### src/rtl/token_tx_scheduler_if.sv
// token_tx_scheduler_if
//   Request/acknowledge handshake between the token transmit scheduler and
//   the TX handshake stage.
//   tx_req          scheduler -> TX stage : a word is selected and should be sent
//   tx_data_select  scheduler -> TX stage : TX mux select (0 = buffer, 2 = token)
//   tx_ack          TX stage -> scheduler : selected word accepted (transfer on tx_req & tx_ack)
interface token_tx_scheduler_if;
   logic       tx_req;
   logic       tx_ack;
   logic [2:0] tx_data_select;

   modport master (
      output tx_req,
      output tx_data_select,
      input  tx_ack
   );

   modport slave (
      input  tx_req,
      input  tx_data_select,
      output tx_ack
   );
endinterface

### src/rtl/token_tx_scheduler.sv
// token_tx_scheduler
//   Sequences the router's transmit path while it holds the ring token: sends
//   the pending node packet, waits for ACK/NACK, retransmits on NACK or
//   response timeout up to MAX_RETRY times, then forwards the token.
//
//   Clk_R           in   clock, rising edge
//   Rst_n           in   asynchronous reset, active-low
//   token_rcvd      in   pulse: TOKEN decoded for this router
//   pkt_pending     in   level: packet buffer holds an unsent node packet
//   ack_rcvd        in   pulse: ACK decoded
//   nack_rcvd       in   pulse: NACK decoded
//   tx              if   TX handshake (tx_req / tx_ack / tx_data_select), master side
//   buffer_release  out  pulse: buffer entry consumed (delivered or dropped)
//   drop_err        out  pulse: packet dropped after the retry limit
//   token_err       out  pulse: token_rcvd seen outside IDLE
//   token_held      out  level: this router owns the token
//   retry_cnt       out  retransmissions done for the current packet
module token_tx_scheduler #(
   parameter int unsigned TIMEOUT   = 64,
   parameter int unsigned TO_W      = 8,
   parameter int unsigned MAX_RETRY = 3,
   parameter int unsigned RC_W      = 2
) (
   input  logic                 Clk_R,
   input  logic                 Rst_n,
   input  logic                 token_rcvd,
   input  logic                 pkt_pending,
   input  logic                 ack_rcvd,
   input  logic                 nack_rcvd,
   token_tx_scheduler_if.master tx,
   output logic                 buffer_release,
   output logic                 drop_err,
   output logic                 token_err,
   output logic                 token_held,
   output logic [RC_W-1:0]      retry_cnt
);

   typedef enum logic [1:0] {
      IDLE,
      SEND_PKT,
      WAIT_RSP,
      SEND_TOK
   } state_t;

   localparam logic [2:0] SEL_BUF = 3'd0;
   localparam logic [2:0] SEL_TOK = 3'd2;

   state_t          state_q;
   logic            tx_req_q;
   logic [2:0]      tx_sel_q;
   logic            buffer_release_q;
   logic            drop_err_q;
   logic            token_err_q;
   logic            token_held_q;
   logic [RC_W-1:0] retry_cnt_q;
   logic [TO_W-1:0] timer_q;

   logic transfer;
   logic timeout_hit;
   logic retry_left;

   assign transfer    = tx_req_q & tx.tx_ack;
   assign timeout_hit = (timer_q == TO_W'(TIMEOUT - 1));
   assign retry_left  = (retry_cnt_q < RC_W'(MAX_RETRY));

   always_ff @(posedge Clk_R or negedge Rst_n) begin
      if (!Rst_n) begin
         state_q          <= IDLE;
         tx_req_q         <= 1'b0;
         tx_sel_q         <= SEL_BUF;
         buffer_release_q <= 1'b0;
         drop_err_q       <= 1'b0;
         token_err_q      <= 1'b0;
         token_held_q     <= 1'b0;
         retry_cnt_q      <= '0;
         timer_q          <= '0;
      end else begin
         buffer_release_q <= 1'b0;
         drop_err_q       <= 1'b0;
         // A token while already busy is reported but never disturbs the sequence.
         token_err_q      <= token_rcvd && (state_q != IDLE);

         case (state_q)
            IDLE: begin
               tx_req_q <= 1'b0;
               if (token_rcvd) begin
                  token_held_q <= 1'b1;
                  tx_req_q     <= 1'b1;
                  if (pkt_pending) begin
                     state_q     <= SEND_PKT;
                     tx_sel_q    <= SEL_BUF;
                     retry_cnt_q <= '0;
                  end else begin
                     state_q  <= SEND_TOK;
                     tx_sel_q <= SEL_TOK;
                  end
               end
            end

            SEND_PKT: begin
               if (transfer) begin
                  state_q  <= WAIT_RSP;
                  tx_req_q <= 1'b0;
                  timer_q  <= '0;
               end
            end

            WAIT_RSP: begin
               // Saturating count; the timeout compare above fires before saturation.
               if (timer_q != '1) begin
                  timer_q <= timer_q + 1'b1;
               end
               if (ack_rcvd) begin
                  buffer_release_q <= 1'b1;
                  state_q          <= SEND_TOK;
                  tx_req_q         <= 1'b1;
                  tx_sel_q         <= SEL_TOK;
               end else if (nack_rcvd || timeout_hit) begin
                  tx_req_q <= 1'b1;
                  if (retry_left) begin
                     retry_cnt_q <= retry_cnt_q + 1'b1;
                     state_q     <= SEND_PKT;
                     tx_sel_q    <= SEL_BUF;
                  end else begin
                     drop_err_q       <= 1'b1;
                     buffer_release_q <= 1'b1;
                     state_q          <= SEND_TOK;
                     tx_sel_q         <= SEL_TOK;
                  end
               end
            end

            SEND_TOK: begin
               if (transfer) begin
                  state_q      <= IDLE;
                  tx_req_q     <= 1'b0;
                  token_held_q <= 1'b0;
                  retry_cnt_q  <= '0;
               end
            end

            default: begin
               state_q  <= IDLE;
               tx_req_q <= 1'b0;
            end
         endcase
      end
   end

   assign tx.tx_req         = tx_req_q;
   assign tx.tx_data_select = tx_sel_q;
   assign buffer_release    = buffer_release_q;
   assign drop_err          = drop_err_q;
   assign token_err         = token_err_q;
   assign token_held        = token_held_q;
   assign retry_cnt         = retry_cnt_q;

endmodule
### src/flat_wrapper.sv
// flat-port wrapper written by rule: the top's interface ports become plain ports
module token_tx_scheduler_flat 
#(
   parameter int unsigned TIMEOUT   = 64,
   parameter int unsigned TO_W      = 8,
   parameter int unsigned MAX_RETRY = 3,
   parameter int unsigned RC_W      = 2
)
  (Clk_R, Rst_n, token_rcvd, pkt_pending, ack_rcvd, nack_rcvd, buffer_release, drop_err, token_err, token_held, retry_cnt, tx_tx_req, tx_tx_data_select, tx_tx_ack);
  token_tx_scheduler_if tx_i ();
  input  logic Clk_R;
  input  logic Rst_n;
  input  logic token_rcvd;
  input  logic pkt_pending;
  input  logic ack_rcvd;
  input  logic nack_rcvd;
  output logic buffer_release;
  output logic drop_err;
  output logic token_err;
  output logic token_held;
  output logic [RC_W-1:0] retry_cnt;
  output wire logic [$bits(tx_i.tx_req)-1:0] tx_tx_req;
  output wire logic [$bits(tx_i.tx_data_select)-1:0] tx_tx_data_select;
  input wire logic [$bits(tx_i.tx_ack)-1:0] tx_tx_ack;
  assign tx_tx_req = tx_i.tx_req;
  assign tx_tx_data_select = tx_i.tx_data_select;
  assign tx_i.tx_ack = tx_tx_ack;
  token_tx_scheduler #(.TIMEOUT(TIMEOUT), .TO_W(TO_W), .MAX_RETRY(MAX_RETRY), .RC_W(RC_W)) u_core (.Clk_R(Clk_R), .Rst_n(Rst_n), .token_rcvd(token_rcvd), .pkt_pending(pkt_pending), .ack_rcvd(ack_rcvd), .nack_rcvd(nack_rcvd), .tx(tx_i), .buffer_release(buffer_release), .drop_err(drop_err), .token_err(token_err), .token_held(token_held), .retry_cnt(retry_cnt));
endmodule
### config.mk
export PLATFORM = sky130hd
export DESIGN_NAME = token_tx_scheduler_flat
export DESIGN_NICKNAME = d
export VERILOG_FILES = /design/src/rtl/token_tx_scheduler_if.sv /design/src/rtl/token_tx_scheduler.sv /design/src/flat_wrapper.sv
export SDC_FILE = /design/constraint.sdc
export NUM_CORES = 1
export LEC_CHECK = 0
export BUFFER_PORTS_ARGS = -buffer_cell sky130_fd_sc_hd__buf_2
export CORE_MARGIN = 2
export CORE_UTILIZATION = 55
export CTS_CLUSTER_DIAMETER = 100
export CTS_CLUSTER_SIZE = 24
export DETAILED_ROUTE_END_ITERATION = 8
export GPL_TIMING_DRIVEN = 0
export PLACE_DENSITY = 0.78
export SLEW_MARGIN = 20
export SYNTH_ARGS = -nofsm -noshare
export SYNTH_HDL_FRONTEND = slang
export SYNTH_SLANG_ARGS = --single-unit
### constraint.sdc
create_clock -name Clk_R -period 2.4 [get_ports Clk_R]
set_clock_uncertainty 0.2 [all_clocks]
set_input_delay 0.12 -clock Clk_R [delete_from_list [all_inputs] [get_ports Clk_R]]
set_output_delay 0.12 -clock Clk_R [all_outputs]
set_load 0.01 [all_outputs]
After elaboration in Yosys (flattened, before gate mapping) --
Cells that the tools add are included.
Storage, ports and cells: output and inout bits 10, memories 0, ROM bits 0, flip-flop bits (word level) 20, word-level logic and storage cells 79, bits of input ports 7, bits in latches 0, bits in writable memories 0
Operators by class: eq/ne operators 15, reduce and logical (&&, ||, !) cells 15, shift operators 0, div/mod/pow operators 0, bitwise gates (word level) 1, multiplexer cells 36, add/sub/neg operators 2, multipliers 0, $lt $le $gt $ge 1
Operator list (count):
- 2-to-1 mux 2 bit | 14
- 2-to-1 mux 8 bit | 2
- case mux 8 bit (2 select lines) | 1
- != test 2 x 1 -> 1 bit, second input constant | 6
- 2-to-1 mux 1 bit | 11
- 2-to-1 mux 3 bit | 3
- AND reduction 3 bit | 3
- adder 8 x 1 -> 8 bit, second input constant | 1
- equality test 8 x 6 -> 1 bit, second input constant | 1
- != test 8 bit, second input constant | 1
- case mux 2 bit (4 select lines) | 1
- nonzero test 2 bit | 4
- AND reduction 7 bit | 1
- != test 2 bit, second input constant | 3
- case mux 2 bit (3 select lines) | 1
- case mux 3 bit (2 select lines) | 1
- equality test 2 bit, second input constant | 2
- AND reduction 4 bit | 1
- != test 3 x 2 -> 1 bit, second input constant | 1
- case mux 1 bit (3 select lines) | 1
- nonzero test 3 bit | 1
- adder 2 x 1 -> 2 bit, second input constant | 1
- equality test 2 x 1 -> 1 bit, second input constant | 1
- zero test 2 bit | 1
- other kinds (7) | 7

Depth between registers and ports, before layout --
Gate-level depths: netlist of the first run.
depth after elaboration 5, depth in mapped cells 6

Least setup slack after synthesis of the first run --
No wires, ideal clock.
path type flip-flop to flip-flop, start register u_core.retry_cnt_q[0] (netlist: u_core.retry_cnt[0]), end register u_core.retry_cnt_q[0] (netlist: u_core.retry_cnt[0]), library setup time 0.125 ns, stages on the path, launching flop included 6, path buffers 0, slack 0.583 ns, clock period less this slack 1.817 ns, data arrival time 1.492 ns, cells stage by stage dfrtp_1 > ha_1 > o21ai_0 > nand2_1 > a211o_2 > mux2_4
Between the ends: cells in the longest elaborated chain, start to end 5, elaborated cells on any way between the ends 8
RTL lines:
- start: declaration | RTL line token_tx_scheduler.sv:55 | logic [RC_W-1:0] retry_cnt_q;
- start signal: assignment | RTL line token_tx_scheduler.sv:121 | retry_cnt_q <= retry_cnt_q + 1'b1;
- adder 2 x 1 -> 2 bit | RTL line token_tx_scheduler.sv:121
- 2-to-1 mux 2 bit | RTL line token_tx_scheduler.sv:120 | if (retry_left) begin
- 2-to-1 mux 2 bit | RTL line token_tx_scheduler.sv:118 | end else if (nack_rcvd || timeout_hit) begin
- 2-to-1 mux 2 bit | RTL line token_tx_scheduler.sv:113 | if (ack_rcvd) begin
- case mux 2 bit (3 select lines) | RTL line token_tx_scheduler.sv:83 | case (state_q)
Parallel ways exist; a longest one is shown, timed or not. The select of a mux whose other input is x is not followed. A chain may end at the register's enable or synchronous reset.

Worst setup path in the final report of the first run --
start register u_core.state_q[0], end register u_core.timer_q[6]
Between the ends: cells in the longest elaborated chain, start to end 3, elaborated cells on any way between the ends 7
RTL lines:
- start: declaration | RTL line token_tx_scheduler.sv:48 | state_t state_q;
- start signal: assignment | RTL line token_tx_scheduler.sv:68 | state_q <= IDLE;
- start signal: assignment | RTL line token_tx_scheduler.sv:90 | state_q <= SEND_PKT;
- start signal: assignment | RTL line token_tx_scheduler.sv:94 | state_q <= SEND_TOK;
- equality test 2 bit / equality test 2 x 1 -> 1 bit (equally long branches) | RTL line token_tx_scheduler.sv:83
- != test 2 x 1 -> 1 bit (no source line) / nonzero test 2 bit (equally long branches)
- AND reduction 3 bit (no source line)
- end signal: assignment | RTL line token_tx_scheduler.sv:111 | timer_q <= timer_q + 1'b1;
- end: declaration | RTL line token_tx_scheduler.sv:56 | logic [TO_W-1:0] timer_q;
Parallel ways exist; a longest one is shown, timed or not.

==> report_table.html, run 1 <==
<table>
<tr><th>Metric</th><th>Value</th></tr>
<tr><th colspan="2">Critical path</th></tr>
<tr><td>Highest-delay cell along the critical path</td><td>sky130_fd_sc_hd__dfrtp_1</td></tr>
<tr><td>Dominant delay contributor by cell family on the critical path</td><td>buffers and inverters</td></tr>
<tr><td>Cell depth of the worst setup path</td><td>6</td></tr>
<tr><td>Number of buffer and inverter instances along the worst setup path</td><td>3</td></tr>
<tr><td>Depth of the most critical reg-to-reg path</td><td>6</td></tr>
<tr><td>Category of the most critical setup path</td><td>flip-flop to flip-flop</td></tr>
<tr><td>Crit-path max cell delay</td><td>420 ps</td></tr>
<tr><td>Cell seen most often among critical-path stages</td><td>sky130_fd_sc_hd__clkbuf_1</td></tr>
<tr><td>WP data arrival</td><td>2170 ps</td></tr>
<tr><td>Sequence of cells on the critical path</td><td>inv_1, ha_1, clkbuf_1, clkbuf_1, o41ai_1, a21oi_1</td></tr>
<tr><td>Endpoint type of the worst setup path</td><td>flip-flop</td></tr>
<tr><td>Biggest fanout along the worst timing path</td><td>10</td></tr>
<tr><td>WP data required</td><td>2420 ps</td></tr>
<tr><td>Critical Path Start Type</td><td>flip-flop</td></tr>
<tr><th colspan="2">Place</th></tr>
<tr><td>Total placed cells including tap cells</td><td>155</td></tr>
<tr><td>Final RePlAce weighted congestion</td><td>0.785</td></tr>
<tr><td>Count of buffers inserted at the top-level ports</td><td>14</td></tr>
<tr><td>DPL Wire Length</td><td>1.66 mm</td></tr>
<tr><td>Pre-CTS setup slack</td><td>262 ps</td></tr>
<tr><th colspan="2">GRT</th></tr>
<tr><td>Initial antenna violation count</td><td>0</td></tr>
<tr><td>Remaining global-route overflow</td><td>0</td></tr>
<tr><td>Overall global routing resource usage</td><td>0.209</td></tr>
<tr><td>Vias in the first global route</td><td>954</td></tr>
<tr><td>Global-route wire length before repair</td><td>3.95 mm</td></tr>
<tr><td>Largest net degree at the start of global routing</td><td>19</td></tr>
<tr><th colspan="2">Floorplanning</th></tr>
<tr><td>Placement row count</td><td>16</td></tr>
<tr><td>Die boundary width</td><td>48.5 um</td></tr>
<tr><td>Initial core utilization</td><td>0.566</td></tr>
<tr><td>Die Y</td><td>48.5 um</td></tr>
<tr><td>Ports placed on the boundary</td><td>17</td></tr>
<tr><td>CORE AREA</td><td>1920 um2</td></tr>
<tr><td>Die ar.</td><td>2350 um2</td></tr>
<tr><th colspan="2">STA</th></tr>
<tr><td>Hold violation total from the final report</td><td>0</td></tr>
<tr><td>Pins over their slew limit</td><td>0</td></tr>
<tr><td>Setup violations, final</td><td>0</td></tr>
<tr><td>Highest attainable clock frequency</td><td>0.465 GHz</td></tr>
<tr><td>Fin worst setup slack</td><td>251 ps</td></tr>
<tr><td>Setup repair after global routing missed its margin</td><td>false</td></tr>
<tr><td>Setup tns final</td><td>0 ps</td></tr>
<tr><td>Period utilisation layout</td><td>0.895</td></tr>
<tr><td>Worst hold-check slack</td><td>57.7 ps</td></tr>
<tr><td>Final min period</td><td>2150 ps</td></tr>
<tr><th colspan="2">Final layout</th></tr>
<tr><td>Syn-to-layout area delta</td><td>17.8%</td></tr>
<tr><td>Post-Route Utilization</td><td>0.667</td></tr>
<tr><td>Area of all sequential standard cells</td><td>450 um2</td></tr>
<tr><td>Number of nets in the layout</td><td>151</td></tr>
<tr><td>Proportion of layout cells with a drive suffix above 1</td><td>0.212</td></tr>
<tr><td>Non-filler instance count after layout</td><td>164</td></tr>
<tr><td>Area taken by multi-input logic gates</td><td>589 um2</td></tr>
<tr><td>Antenna Cells</td><td>0</td></tr>
<tr><td>Total of fill cells in the finished design</td><td>165</td></tr>
<tr><th colspan="2">Routing</th></tr>
<tr><td>Total vias in the final route</td><td>913</td></tr>
<tr><td>Count of nets left with antenna violations after detail routing</td><td>0</td></tr>
<tr><td>Avg Vias per Cell</td><td>5.57</td></tr>
<tr><td>Average routed wire per standard cell</td><td>13.4 um</td></tr>
<tr><td>WL final</td><td>2.19 mm</td></tr>
<tr><td>Post-route DRC</td><td>0</td></tr>
<tr><td>Iteration count of the initial detailed-routing pass</td><td>4</td></tr>
<tr><td>Violation count after the first detailed-route iteration</td><td>17</td></tr>
<tr><th colspan="2">Logic synthesis</th></tr>
<tr><td>Primary FF master, synth</td><td>sky130_fd_sc_hd__dfrtp_1</td></tr>
<tr><td>Synthesized-area fraction occupied by xor and xnor cells</td><td>0</td></tr>
<tr><td>Adder and majority gate portion of the synthesized area</td><td>0.0690</td></tr>
<tr><td>EDFF count, synth</td><td>0</td></tr>
<tr><td>Share of async-settable or async-resettable flops after synthesis</td><td>1.00</td></tr>
<tr><td>Count of yosys warnings during synthesis</td><td>0</td></tr>
<tr><td>Main combinational cell family by area after synthesis</td><td>compound AO/OA/AOI/OAI gates</td></tr>
<tr><td>Gate count of the mapped netlist</td><td>113</td></tr>
<tr><td>Portion of the post-synthesis area used by sequential elements</td><td>0.414</td></tr>
<tr><td>Mean area per synthesized cell</td><td>9.63 um2</td></tr>
<tr><td>Share of cell area taken by muxes after synthesis</td><td>0.0713</td></tr>
<tr><td>Compound-Gate Fraction of Synth Area</td><td>0.201</td></tr>
<tr><td>FF+latch count, synth</td><td>18</td></tr>
<tr><td>Library cells used by synthesis</td><td>43</td></tr>
<tr><td>Synth Cell Area</td><td>1090 um2</td></tr>
<tr><td>Synthesized-area fraction occupied by and/or/nand/nor cells</td><td>0.193</td></tr>
<tr><th colspan="2">Clocking</th></tr>
<tr><td>H-tree Lvls</td><td>1</td></tr>
<tr><td>Clock-pin slew reported for the worst setup and hold paths after clock tree synthesis</td><td>100 ps</td></tr>
<tr><td>Number of buffers created by CTS</td><td>3</td></tr>
<tr><td>Largest buffer count on any clock path</td><td>2</td></tr>
<tr><td>Clock Root Buffer</td><td>sky130_fd_sc_hd__clkbuf_4</td></tr>
<tr><td>Latest clock arrival within the worst-skew pair</td><td>290 ps</td></tr>
<tr><td>Clock tree sinks</td><td>18</td></tr>
<tr><td>TritonCTS clock tree</td><td>done</td></tr>
<tr><th colspan="2">Worst hold path</th></tr>
<tr><td>Number of stages on the worst hold path</td><td>4</td></tr>
<tr><td>Hold Crit Class</td><td>primary input to flip-flop</td></tr>
<tr><th colspan="2">Job</th></tr>
<tr><td>Max-cap check violation count</td><td>0</td></tr>
<tr><th colspan="2">Power</th></tr>
<tr><td>Leakage power summed over all cells</td><td>0.619 nW</td></tr>
<tr><td>Peak ir drop on the vdd network</td><td>0.298 mV</td></tr>
<tr><td>Power per standard cell area</td><td>402 nW/um2</td></tr>
<tr><th colspan="2">Status</th></tr>
<tr><td>Outcome</td><td>complete, no violations</td></tr>
</table>
-- cell type report --
type                    count  area share
well taps                  27      0.0263
repair buffers             19      0.0937
inverters                   8      0.0234
flip-flops and latches     18       0.351
clock buffers               4      0.0283
multi-input cells          84       0.460
plain buffers               4      0.0176
-- power by group --
part / internal, mW / leakage (nW) / switching [mW]
clock: 0.0924 / 0.0210 / 0.0921
combinational: 0.0132 / 0.385 / 0.0143
sequential: 0.304 / 0.213 / 0.000196
-- per-layer routing --
| metal | global-route usage | vias up | part of all wire |
|---|---|---|---|
| li1 | - | 458 | - |
| met1 | 0.236 | 432 | 0.46 |
| met2 | 0.410 | 18 | 0.51 |
| met3 | 0.0309 | 5 | 0.026 |
| met4 | 0.0524 | 0 | 0.010 |
| met5 | 0 | - | 0 |
-- worst reg2reg max path, cell delays in order (launching register included) --
cell and delay, ps:
sky130_fd_sc_hd__dfrtp_1 420, sky130_fd_sc_hd__inv_1 110, sky130_fd_sc_hd__ha_1 260, sky130_fd_sc_hd__clkbuf_1 360, sky130_fd_sc_hd__clkbuf_1 420, sky130_fd_sc_hd__o41ai_1 150, sky130_fd_sc_hd__a21oi_1 170
-- repair_timing --
action,CTS,global route
setup buffers,0,0
hold endpoints to repair,23,0
hold buffers,5,0
gates resized for setup,0,0
-- cells by family after synthesis --
logic type	Yosys count
buf+inv	12
mux	7
flops	18
fa+ha+maj	6
other cells	1
compound gates	31
simple gates	38
-- metrics by stage --
step / power [mW] / cell area [um2]
4_1_cts: 0.522 / 1280
3_5_place_dp: 0.332 / 1200
3_3_place_gp: 0.331 / 1200
2_1_floorplan: 0.317 / 1090
6_report: 0.516 / 1280
5_1_grt: 0.541 / 1280
-- flip-flops by register name, summed over array words and instances, names as in the netlist --
signal	flops
u_core.retry_cnt	2
u_core.token_held	1
u_core.timer_q	8
u_core.tx.tx_data_select	1
u_core.state_q	2
u_core.buffer_release	1
u_core.token_err	1
u_core.tx.tx_req	1
u_core.drop_err	1
-- synthesized netlist by cell type, types with 3 or more instances --
cell type | instances | area share
sky130_fd_sc_hd__dfrtp_1 | 18 | 0.41
sky130_fd_sc_hd__ha_1 | 6 | 0.069
sky130_fd_sc_hd__inv_1 | 7 | 0.024
sky130_fd_sc_hd__mux2i_1 | 4 | 0.037
sky130_fd_sc_hd__nand2_1 | 12 | 0.041
sky130_fd_sc_hd__nand4_1 | 3 | 0.017
sky130_fd_sc_hd__nor2_1 | 5 | 0.017
sky130_fd_sc_hd__nor2b_1 | 4 | 0.023
sky130_fd_sc_hd__o21ai_0 | 13 | 0.060
-- final timing paths --
path / start / to / slack, ps
worst min register to register: u_core.tx.tx_data_select[1] / u_core.tx.tx_data_select[1] / 290
worst min-delay path: nack_rcvd / u_core.buffer_release / 60
worst max-delay path: u_core.state_q[0] / u_core.timer_q[6] / 250
max in group asynchronous: Rst_n / u_core.token_held / 1630
worst max register to register: u_core.state_q[0] / u_core.timer_q[6] / 250
min in group asynchronous: Rst_n / u_core.tx.tx_req / 80
-- cells in the final DEF (no fill, tap or decap), types with 2 or more instances in the layout --
| cell | n |
|---|---|
| sky130_fd_sc_hd__nand2_1 | 12 |
| sky130_fd_sc_hd__nand3_1 | 2 |
| sky130_fd_sc_hd__buf_4 | 2 |
| sky130_fd_sc_hd__nor2b_1 | 4 |
| sky130_fd_sc_hd__o221ai_1 | 2 |
| sky130_fd_sc_hd__dfrtp_1 | 18 |
| sky130_fd_sc_hd__dlygate4sd3_1 | 5 |
| sky130_fd_sc_hd__buf_2 | 14 |
| sky130_fd_sc_hd__nand4_1 | 3 |
| sky130_fd_sc_hd__clkbuf_4 | 3 |
| sky130_fd_sc_hd__conb_1 | 2 |
| sky130_fd_sc_hd__nand2b_1 | 2 |
| sky130_fd_sc_hd__ha_1 | 6 |
| sky130_fd_sc_hd__nor2_1 | 5 |
| sky130_fd_sc_hd__clkbuf_1 | 2 |
| sky130_fd_sc_hd__o21ai_1 | 2 |
| sky130_fd_sc_hd__mux2i_1 | 4 |
| sky130_fd_sc_hd__inv_1 | 7 |
| sky130_fd_sc_hd__o21ai_0 | 13 |
| sky130_fd_sc_hd__a31oi_1 | 2 |
Power figures use the tool's default switching activity.
==> run 2, diff against run 1 <==
Settings changed: PLACE_DENSITY 0.78 to unset, PLACE_DENSITY_LB_ADDON set to 0.12.
==> run 2 against run 1 <==
Wire length increased by 2.1%; worst hold slack got worse by 31 ps; combinational power about the same; global-route usage increased by 0.83 points; first-iteration DRC count decreased by 35%; maximum frequency decreased by 0.71%; critical path type unchanged; highest routed layer unchanged.
==> report_table.html, run 2 (synthesis gave the netlist of run 1 again) <==
<table>
<tr><th>Metric</th><th>Value</th></tr>
<tr><th colspan="2">Status</th></tr>
<tr><td>Outcome</td><td>complete, no violations</td></tr>
<tr><th colspan="2">Critical path</th></tr>
<tr><td>Category of the most critical setup path</td><td>flip-flop to flip-flop</td></tr>
<tr><td>Highest-delay cell along the critical path</td><td>sky130_fd_sc_hd__dfrtp_1</td></tr>
<tr><td>Crit-path max cell delay</td><td>420 ps (about the same)</td></tr>
<tr><td>Endpoint type of the worst setup path</td><td>flip-flop</td></tr>
<tr><td>WP data required</td><td>2420 ps (about the same)</td></tr>
<tr><td>WP data arrival</td><td>2190 ps (+20 ps)</td></tr>
<tr><td>R2r startpoint</td><td>u_core.state_q[0]</td></tr>
<tr><td>Cell seen most often among critical-path stages</td><td>sky130_fd_sc_hd__clkbuf_1</td></tr>
<tr><td>Critical Path Start Type</td><td>flip-flop</td></tr>
<tr><td>Biggest fanout along the worst timing path</td><td>10 (unchanged)</td></tr>
<tr><td>Critical path startpoint</td><td>u_core.state_q[0]</td></tr>
<tr><td>Sequence of cells on the critical path</td><td>inv_1, ha_1, clkbuf_1, clkbuf_1, nor2_1, mux2i_1</td></tr>
<tr><th colspan="2">STA</th></tr>
<tr><td>Hold violation total from the final report</td><td>0 (unchanged)</td></tr>
<tr><td>Highest attainable clock frequency</td><td>0.462 GHz (-0.71%)</td></tr>
<tr><td>Setup tns final</td><td>0 ps (unchanged)</td></tr>
<tr><td>Pins over their slew limit</td><td>0 (unchanged)</td></tr>
<tr><td>Worst hold-check slack</td><td>26.4 ps (-31.4 ps)</td></tr>
<tr><td>Setup violations, final</td><td>0 (unchanged)</td></tr>
<tr><td>Final min period</td><td>2160 ps (+15.4 ps)</td></tr>
<tr><td>Setup repair after global routing missed its margin</td><td>false</td></tr>
<tr><td>Period utilisation layout</td><td>0.902 (+0.00641)</td></tr>
<tr><th colspan="2">Job</th></tr>
<tr><td>Max-cap check violation count</td><td>0 (unchanged)</td></tr>
<tr><th colspan="2">Clocking</th></tr>
<tr><td>Clock Root Buffer</td><td>sky130_fd_sc_hd__clkbuf_4</td></tr>
<tr><td>Number of buffers created by CTS</td><td>3 (unchanged)</td></tr>
<tr><td># resized after CTS</td><td>0 (unchanged)</td></tr>
<tr><td>Largest buffer count on any clock path</td><td>2 (unchanged)</td></tr>
<tr><td>Clock tree sinks</td><td>18 (unchanged)</td></tr>
<tr><td>Latest clock arrival within the worst-skew pair</td><td>300 ps (about the same)</td></tr>
<tr><td>TritonCTS clock tree</td><td>done</td></tr>
<tr><td>Clock-pin slew reported for the worst setup and hold paths after clock tree synthesis</td><td>110 ps (about the same)</td></tr>
<tr><td>H-tree Lvls</td><td>1 (unchanged)</td></tr>
<tr><th colspan="2">Final layout</th></tr>
<tr><td>Number of nets in the layout</td><td>151 (unchanged)</td></tr>
<tr><td>Proportion of layout cells with a drive suffix above 1</td><td>0.212 (unchanged)</td></tr>
<tr><td>Leading cell types in the layout, fill and taps excluded</td><td>18 x sky130_fd_sc_hd__dfrtp_1, 14 x sky130_fd_sc_hd__buf_2, 13 x sky130_fd_sc_hd__o21ai_0</td></tr>
<tr><td>Most common cell after layout, fill and taps aside</td><td>sky130_fd_sc_hd__dfrtp_1</td></tr>
<tr><td>Register bank with the most flops</td><td>u_core.timer_q</td></tr>
<tr><td>Antenna Cells</td><td>0 (unchanged)</td></tr>
<tr><td>Largest register FFs</td><td>8 (unchanged)</td></tr>
<tr><td>Syn-to-layout area delta</td><td>17.8% (unchanged)</td></tr>
<tr><th colspan="2">Power</th></tr>
<tr><td>Power per standard cell area</td><td>409 nW/um2 (+1.6%)</td></tr>
<tr><td>Leakage power summed over all cells</td><td>0.619 nW (unchanged)</td></tr>
<tr><td>Peak ir drop on the vdd network</td><td>0.458 mV (+54%)</td></tr>
<tr><td>Combinational power share</td><td>0.052 (about the same)</td></tr>
<tr><td>Sw Pwr</td><td>115 uW (+7.6%)</td></tr>
<tr><td>Sw frac</td><td>0.219 (+0.0122)</td></tr>
<tr><td>Int Pwr</td><td>410 uW (about the same)</td></tr>
<tr><td>Sequential power share</td><td>0.580 (-0.009)</td></tr>
<tr><td>Clock power frac</td><td>0.368 (+0.011)</td></tr>
<tr><th colspan="2">Routing</th></tr>
<tr><td>Avg Vias per Cell</td><td>5.63 (+1.2%)</td></tr>
<tr><td>Violation count after the first detailed-route iteration</td><td>11 (-6)</td></tr>
<tr><td>Post-route DRC</td><td>0 (unchanged)</td></tr>
<tr><td>Average routed wire per standard cell</td><td>13.7 um (+2.1%)</td></tr>
<tr><td>Total vias in the final route</td><td>924 (+1.2%)</td></tr>
<tr><td>WL final</td><td>2.24 mm (+2.1%)</td></tr>
<tr><td>Iteration count of the initial detailed-routing pass</td><td>4 (unchanged)</td></tr>
<tr><td>Count of nets left with antenna violations after detail routing</td><td>0 (unchanged)</td></tr>
<tr><th colspan="2">Floorplanning</th></tr>
<tr><td>Die Y</td><td>48.5 um (unchanged)</td></tr>
<tr><td>CORE AREA</td><td>1920 um2 (unchanged)</td></tr>
<tr><td>Die ar.</td><td>2350 um2 (unchanged)</td></tr>
<tr><td>Initial core utilization</td><td>0.566 (unchanged)</td></tr>
<tr><td>Die boundary width</td><td>48.5 um (unchanged)</td></tr>
<tr><td>Ports placed on the boundary</td><td>17 (unchanged)</td></tr>
<tr><td>Placement row count</td><td>16 (unchanged)</td></tr>
<tr><th colspan="2">Place</th></tr>
<tr><td>Count of buffers inserted at the top-level ports</td><td>14 (unchanged)</td></tr>
<tr><td>DPL Wire Length</td><td>1.58 mm (-4.8%)</td></tr>
<tr><td>Final RePlAce weighted congestion</td><td>0.815 (+3.7%)</td></tr>
<tr><th colspan="2">GRT</th></tr>
<tr><td>Largest net degree at the start of global routing</td><td>19 (unchanged)</td></tr>
<tr><td>Vias in the first global route</td><td>876 (-8.2%)</td></tr>
<tr><td>Remaining global-route overflow</td><td>0 (unchanged)</td></tr>
<tr><td>Overall global routing resource usage</td><td>0.218 (+0.00827)</td></tr>
<tr><td>Initial antenna violation count</td><td>0 (unchanged)</td></tr>
<tr><td>Global-route wire length before repair</td><td>3.93 mm (-0.51%)</td></tr>
<tr><th colspan="2">Worst hold path</th></tr>
<tr><td>Hold_sp</td><td>nack_rcvd</td></tr>
<tr><td>Hold Crit Class</td><td>primary input to flip-flop</td></tr>
</table>
## run 2: power by group through the flow
| stage | combinational (mW) | clock [mW] | sequential [mW] |
|---|---|---|---|
| 2_1_floorplan | 0.00658 | 0 | 0.311 |
| 3_3_place_gp | 0.0211 | 0 | 0.310 |
| 3_5_place_dp | 0.0215 | 0 | 0.310 |
| 4_1_cts | 0.0277 | 0.199 | 0.304 |
| 5_1_grt | 0.0310 | 0.212 | 0.304 |
| 6_report | 0.0275 | 0.193 | 0.304 |
## run 2: worst max-delay path: cells and delay by family (launching register included)
kind / cells / cell delay (ps)
muxes: 1 / 180
DFF: 1 / 420
buffers and inverters: 3 / 910
and+or+nand+nor: 1 / 120
adders and majority gates: 1 / 260
## run 2: what timing repair did
item / 4_1_cts / 5_1_grt
buffers inserted: 0 / 0
hold buffers: 5 / 0
hold endpoints to repair: 25 / 0
## run 2: metal layers
| metal | global-route usage | up-vias | wire length, um |
|---|---|---|---|
| met5 | 0 | - | 0 |
| met4 | 0.114 | 0 | 50 |
| met3 | 0.0309 | 4 | 87 |
| met2 | 0.370 | 28 | 1050 |
| met1 | 0.269 | 433 | 1060 |
| li1 | - | 459 | - |
## run 2: area by class of cell
class	instances	area, um2
Fill cell	163	639
Multi-Input combinational cell	84	589
Sequential cell	18	450
Timing Repair Buffer	19	120
Clock buffer	4	36.3
Tap cell	27	33.8
Inverter	8	30.0
Buffer	4	22.5
## run 2: path summary, 6_finish.rpt
path,endpoint,slack [ps],depth (start not counted)
setup / recovery,u_core.state_q[0],240,6
hold / removal,u_core.buffer_release,30,4
setup reg to reg,u_core.state_q[0],240,6
hold reg to reg,u_core.tx.tx_data_select[1],300,1
max in group asynchronous,u_core.timer_q[1],1640,2
min in group asynchronous,u_core.buffer_release,70,2
## run 2: metrics by stage
step	area (um2)	total power, mW	util	instances	setup slack [ps]
final	1280	0.525	0.667	164	235
after global routing	1280	0.547	0.667	164	67.5
after CTS	1280	0.531	0.667	164	227
after detailed placement	1200	0.331	0.622	155	252
after global placement	1200	0.331	0.622	155	254
after floorplan	1090	0.317	-	114	583
==> run 3, diff against run 2 <==
Settings changed: CORE_MARGIN 2 to 10, RECOVER_POWER set to 100.
==> run 3 against run 2 <==
Core utilization is 1.2 points lower; count of clock-buffer cells in the layout unchanged; largest cell class unchanged; highest routed layer unchanged; sequential cell count unchanged; design area is 1.8% lower; global-route usage is 9.4 points lower; maximum frequency fell by 1.8%.
==> report_table.html, run 3 (synthesis gave the netlist of run 1 again) <==
<table>
<tr><th>Metric</th><th>Value</th></tr>
<tr><th colspan="2">Status</th></tr>
<tr><td>Outcome</td><td>complete, no violations</td></tr>
<tr><th colspan="2">Final layout</th></tr>
<tr><td>Number of nets in the layout</td><td>151 (unchanged)</td></tr>
<tr><td>Leading cell types in the layout, fill and taps excluded</td><td>18 x sky130_fd_sc_hd__dfrtp_1, 13 x sky130_fd_sc_hd__o21ai_0, 12 x sky130_fd_sc_hd__nand2_1</td></tr>
<tr><td>Antenna Cells</td><td>0 (unchanged)</td></tr>
<tr><td>Most common cell after layout, fill and taps aside</td><td>sky130_fd_sc_hd__dfrtp_1</td></tr>
<tr><td>Largest register FFs</td><td>8 (unchanged)</td></tr>
<tr><td>Register bank with the most flops</td><td>u_core.timer_q</td></tr>
<tr><td>Non-filler instance count after layout</td><td>164 (unchanged)</td></tr>
<tr><td>Syn-to-layout area delta</td><td>15.7%</td></tr>
<tr><td>Post-Route Utilization</td><td>0.656 (-0.0117)</td></tr>
<tr><td>Proportion of layout cells with a drive suffix above 1</td><td>0.131 (-0.0803)</td></tr>
<tr><th colspan="2">Critical path</th></tr>
<tr><td>Depth of the most critical reg-to-reg path</td><td>5 (-1)</td></tr>
<tr><td>Category of the most critical setup path</td><td>flip-flop to flip-flop</td></tr>
<tr><td>Critical path startpoint</td><td>u_core.timer_q[0]</td></tr>
<tr><td>WP data required</td><td>2400 ps (-20 ps)</td></tr>
<tr><td>Reg-to-reg setup timing slack</td><td>200 ps (-40 ps)</td></tr>
<tr><td>Capture point of the worst reg-to-reg path</td><td>u_core.tx.tx_data_select[1]</td></tr>
<tr><td>Critical Path Start Type</td><td>flip-flop</td></tr>
<tr><td>Endpoint type of the worst setup path</td><td>flip-flop</td></tr>
<tr><td>Biggest fanout along the worst timing path</td><td>5 (-5)</td></tr>
<tr><td>R2r startpoint</td><td>u_core.timer_q[0]</td></tr>
<tr><td>WP data arrival</td><td>2210 ps (+20 ps)</td></tr>
<tr><td>Endpoint of the worst setup timing path</td><td>u_core.tx.tx_data_select[1]</td></tr>
<tr><th colspan="2">Routing</th></tr>
<tr><td>Violation count after the first detailed-route iteration</td><td>26 (+15)</td></tr>
<tr><td>Avg Vias per Cell</td><td>5.64 (+0.11%)</td></tr>
<tr><td>Post-route DRC</td><td>0 (unchanged)</td></tr>
<tr><td>Average routed wire per standard cell</td><td>14.3 um (+4.7%)</td></tr>
<tr><td>Iteration count of the initial detailed-routing pass</td><td>4 (unchanged)</td></tr>
<tr><td>WL final</td><td>2.35 mm (+4.7%)</td></tr>
<tr><td>Total vias in the final route</td><td>925 (+0.11%)</td></tr>
<tr><td>Count of nets left with antenna violations after detail routing</td><td>0 (unchanged)</td></tr>
<tr><th colspan="2">Place</th></tr>
<tr><td>DPL Wire Length</td><td>1.72 mm (+8.7%)</td></tr>
<tr><td>Pre-CTS setup slack</td><td>242 ps (-9.48 ps)</td></tr>
<tr><td>Final RePlAce weighted congestion</td><td>0.806 (-1.1%)</td></tr>
<tr><td>Count of buffers inserted at the top-level ports</td><td>14 (unchanged)</td></tr>
<tr><td>Total placed cells including tap cells</td><td>155 (unchanged)</td></tr>
<tr><th colspan="2">Floorplanning</th></tr>
<tr><td>Die ar.</td><td>4160 um2 (+77%)</td></tr>
<tr><td>CORE AREA</td><td>1920 um2 (unchanged)</td></tr>
<tr><td>Placement row count</td><td>16 (unchanged)</td></tr>
<tr><td>Die boundary width</td><td>64.5 um (+33%)</td></tr>
<tr><td>Ports placed on the boundary</td><td>17 (unchanged)</td></tr>
<tr><td>Die Y</td><td>64.5 um (+33%)</td></tr>
<tr><td>Initial core utilization</td><td>0.566 (unchanged)</td></tr>
<tr><th colspan="2">Clocking</th></tr>
<tr><td>Clock-pin slew reported for the worst setup and hold paths after clock tree synthesis</td><td>110 ps (about the same)</td></tr>
<tr><td># resized after CTS</td><td>0 (unchanged)</td></tr>
<tr><td>Clock Root Buffer</td><td>sky130_fd_sc_hd__clkbuf_4</td></tr>
<tr><td>Largest buffer count on any clock path</td><td>2 (unchanged)</td></tr>
<tr><td>TritonCTS clock tree</td><td>done</td></tr>
<tr><td>Latest clock arrival within the worst-skew pair</td><td>310 ps (about the same)</td></tr>
<tr><td>H-tree Lvls</td><td>1 (unchanged)</td></tr>
<tr><td>Clock tree sinks</td><td>18 (unchanged)</td></tr>
<tr><td>Number of buffers created by CTS</td><td>3 (unchanged)</td></tr>
<tr><th colspan="2">STA</th></tr>
<tr><td>Highest attainable clock frequency</td><td>0.454 GHz (-1.8%)</td></tr>
<tr><td>Pins over their slew limit</td><td>0 (unchanged)</td></tr>
<tr><td>Period utilisation layout</td><td>0.918 (+0.0165)</td></tr>
<tr><td>Pin slew with the least headroom to its limit</td><td>984 ps</td></tr>
<tr><td>Fin worst setup slack</td><td>196 ps (-39.6 ps)</td></tr>
<tr><td>Setup repair after global routing missed its margin</td><td>false</td></tr>
<tr><td>Setup tns final</td><td>0 ps (unchanged)</td></tr>
<tr><td>Worst relative slew slack</td><td>0.344</td></tr>
<tr><td>Setup violations, final</td><td>0 (unchanged)</td></tr>
<tr><td>Hold violation total from the final report</td><td>0 (unchanged)</td></tr>
<tr><td>Final min period</td><td>2200 ps (+39.6 ps)</td></tr>
<tr><th colspan="2">Power</th></tr>
<tr><td>Peak ir drop on the vdd network</td><td>0.372 mV (-19%)</td></tr>
<tr><td>Sequential power share</td><td>0.577 (-0.003)</td></tr>
<tr><td>Combinational power share</td><td>0.052 (about the same)</td></tr>
<tr><td>Int Pwr</td><td>409 uW (about the same)</td></tr>
<tr><td>Total chip power</td><td>527 uW (+0.54%)</td></tr>
<tr><td>Power per standard cell area</td><td>419 nW/um2 (+2.3%)</td></tr>
<tr><td>Clock power frac</td><td>0.371 (+0.003)</td></tr>
<tr><td>Sw frac</td><td>0.224 (+0.00494)</td></tr>
<tr><td>Sw Pwr</td><td>118 uW (+2.8%)</td></tr>
<tr><td>Leakage power summed over all cells</td><td>0.582 nW (-6.0%)</td></tr>
<tr><th colspan="2">GRT</th></tr>
<tr><td>Initial antenna violation count</td><td>0 (unchanged)</td></tr>
<tr><td>Remaining global-route overflow</td><td>0 (unchanged)</td></tr>
<tr><td>Overall global routing resource usage</td><td>0.124 (-0.0935)</td></tr>
<tr><td>Largest net degree at the start of global routing</td><td>19 (unchanged)</td></tr>
<tr><td>Vias in the first global route</td><td>922 (+5.3%)</td></tr>
<tr><td>Global-route wire length before repair</td><td>4.17 mm (+6.1%)</td></tr>
<tr><th colspan="2">Worst hold path</th></tr>
<tr><td>Hold Crit Class</td><td>primary input to flip-flop</td></tr>
<tr><td>Hold_sp</td><td>nack_rcvd</td></tr>
<tr><th colspan="2">Job</th></tr>
<tr><td>Max-cap check violation count</td><td>0 (unchanged)</td></tr>
</table>
-- run 3: cell types whose count changed in the layout (fill, tap and decap cells not counted) --
cell and delta:
sky130_fd_sc_hd__a21boi_0 +1, sky130_fd_sc_hd__a21boi_1 -1, sky130_fd_sc_hd__buf_2 -9, sky130_fd_sc_hd__clkbuf_1 +9, sky130_fd_sc_hd__mux2_1 +1, sky130_fd_sc_hd__mux2_4 -1
sky130_fd_sc_hd__o41ai_1 +1, sky130_fd_sc_hd__o41ai_2 -1
-- run 3: stage by stage --
step	area, um2	hold slack [ps]
2_1_floorplan	1090	-376
3_3_place_gp	1200	-130
3_5_place_dp	1200	-127
4_1_cts	1280	19.4
5_1_grt	1260	48.4
6_report	1260	29.0
-- run 3: routing by layer --
metal | up-vias | wire [um] | GRT usage
met3 | 5 | 161 | 0.0344
li1 | 458 | - | -
met2 | 33 | 1100 | 0.190
met1 | 429 | 1040 | 0.152
met4 | 0 | 43 | 0.0749
met5 | - | 0 | 0
-- run 3: worst min path at each step --
| stage | to | slack [ps] | depth (start not counted) |
|---|---|---|---|
| floorplan | u_core.buffer_release | -380 | 0 |
| global placement | u_core.token_err | -130 | 1 |
| detailed placement | u_core.token_held | -130 | 1 |
| CTS | u_core.buffer_release | 20 | 4 |
| global route | u_core.buffer_release | 50 | 4 |
| finish | u_core.buffer_release | 30 | 4 |
-- run 3: critical path: stages, from the launching register on --
cell                      delay, ps
sky130_fd_sc_hd__dfrtp_1        390
sky130_fd_sc_hd__ha_1           230
sky130_fd_sc_hd__nand4_1        190
sky130_fd_sc_hd__o41ai_1        600
sky130_fd_sc_hd__nand2_1        150
sky130_fd_sc_hd__mux2_1         350
-- run 3: timing repair --
item / CTS / global route
hold buffers: 5 / 0
setup buffers: 0 / 0
hold endpoints to repair: 24 / 0
-- run 3: power by group through the flow --
stage                     clock network (mW)  registers [mW]  logic [mW]
final                                  0.196           0.304      0.0274
after global routing                   0.211           0.304      0.0310
after CTS                              0.201           0.304      0.0280
after detailed placement                   0           0.310      0.0217
after global placement                     0           0.310      0.0212
after floorplan                            0           0.311     0.00658
-- run 3: layout make-up --
cell class / instances / area [um2]
Tap cell: 27 / 33.8
Inverter: 8 / 30.0
Fill cell: 176 / 662
Buffer: 4 / 22.5
Sequential cell: 18 / 450
Timing Repair Buffer: 19 / 109
Clock buffer: 4 / 36.3
Multi-Input combinational cell: 84 / 578
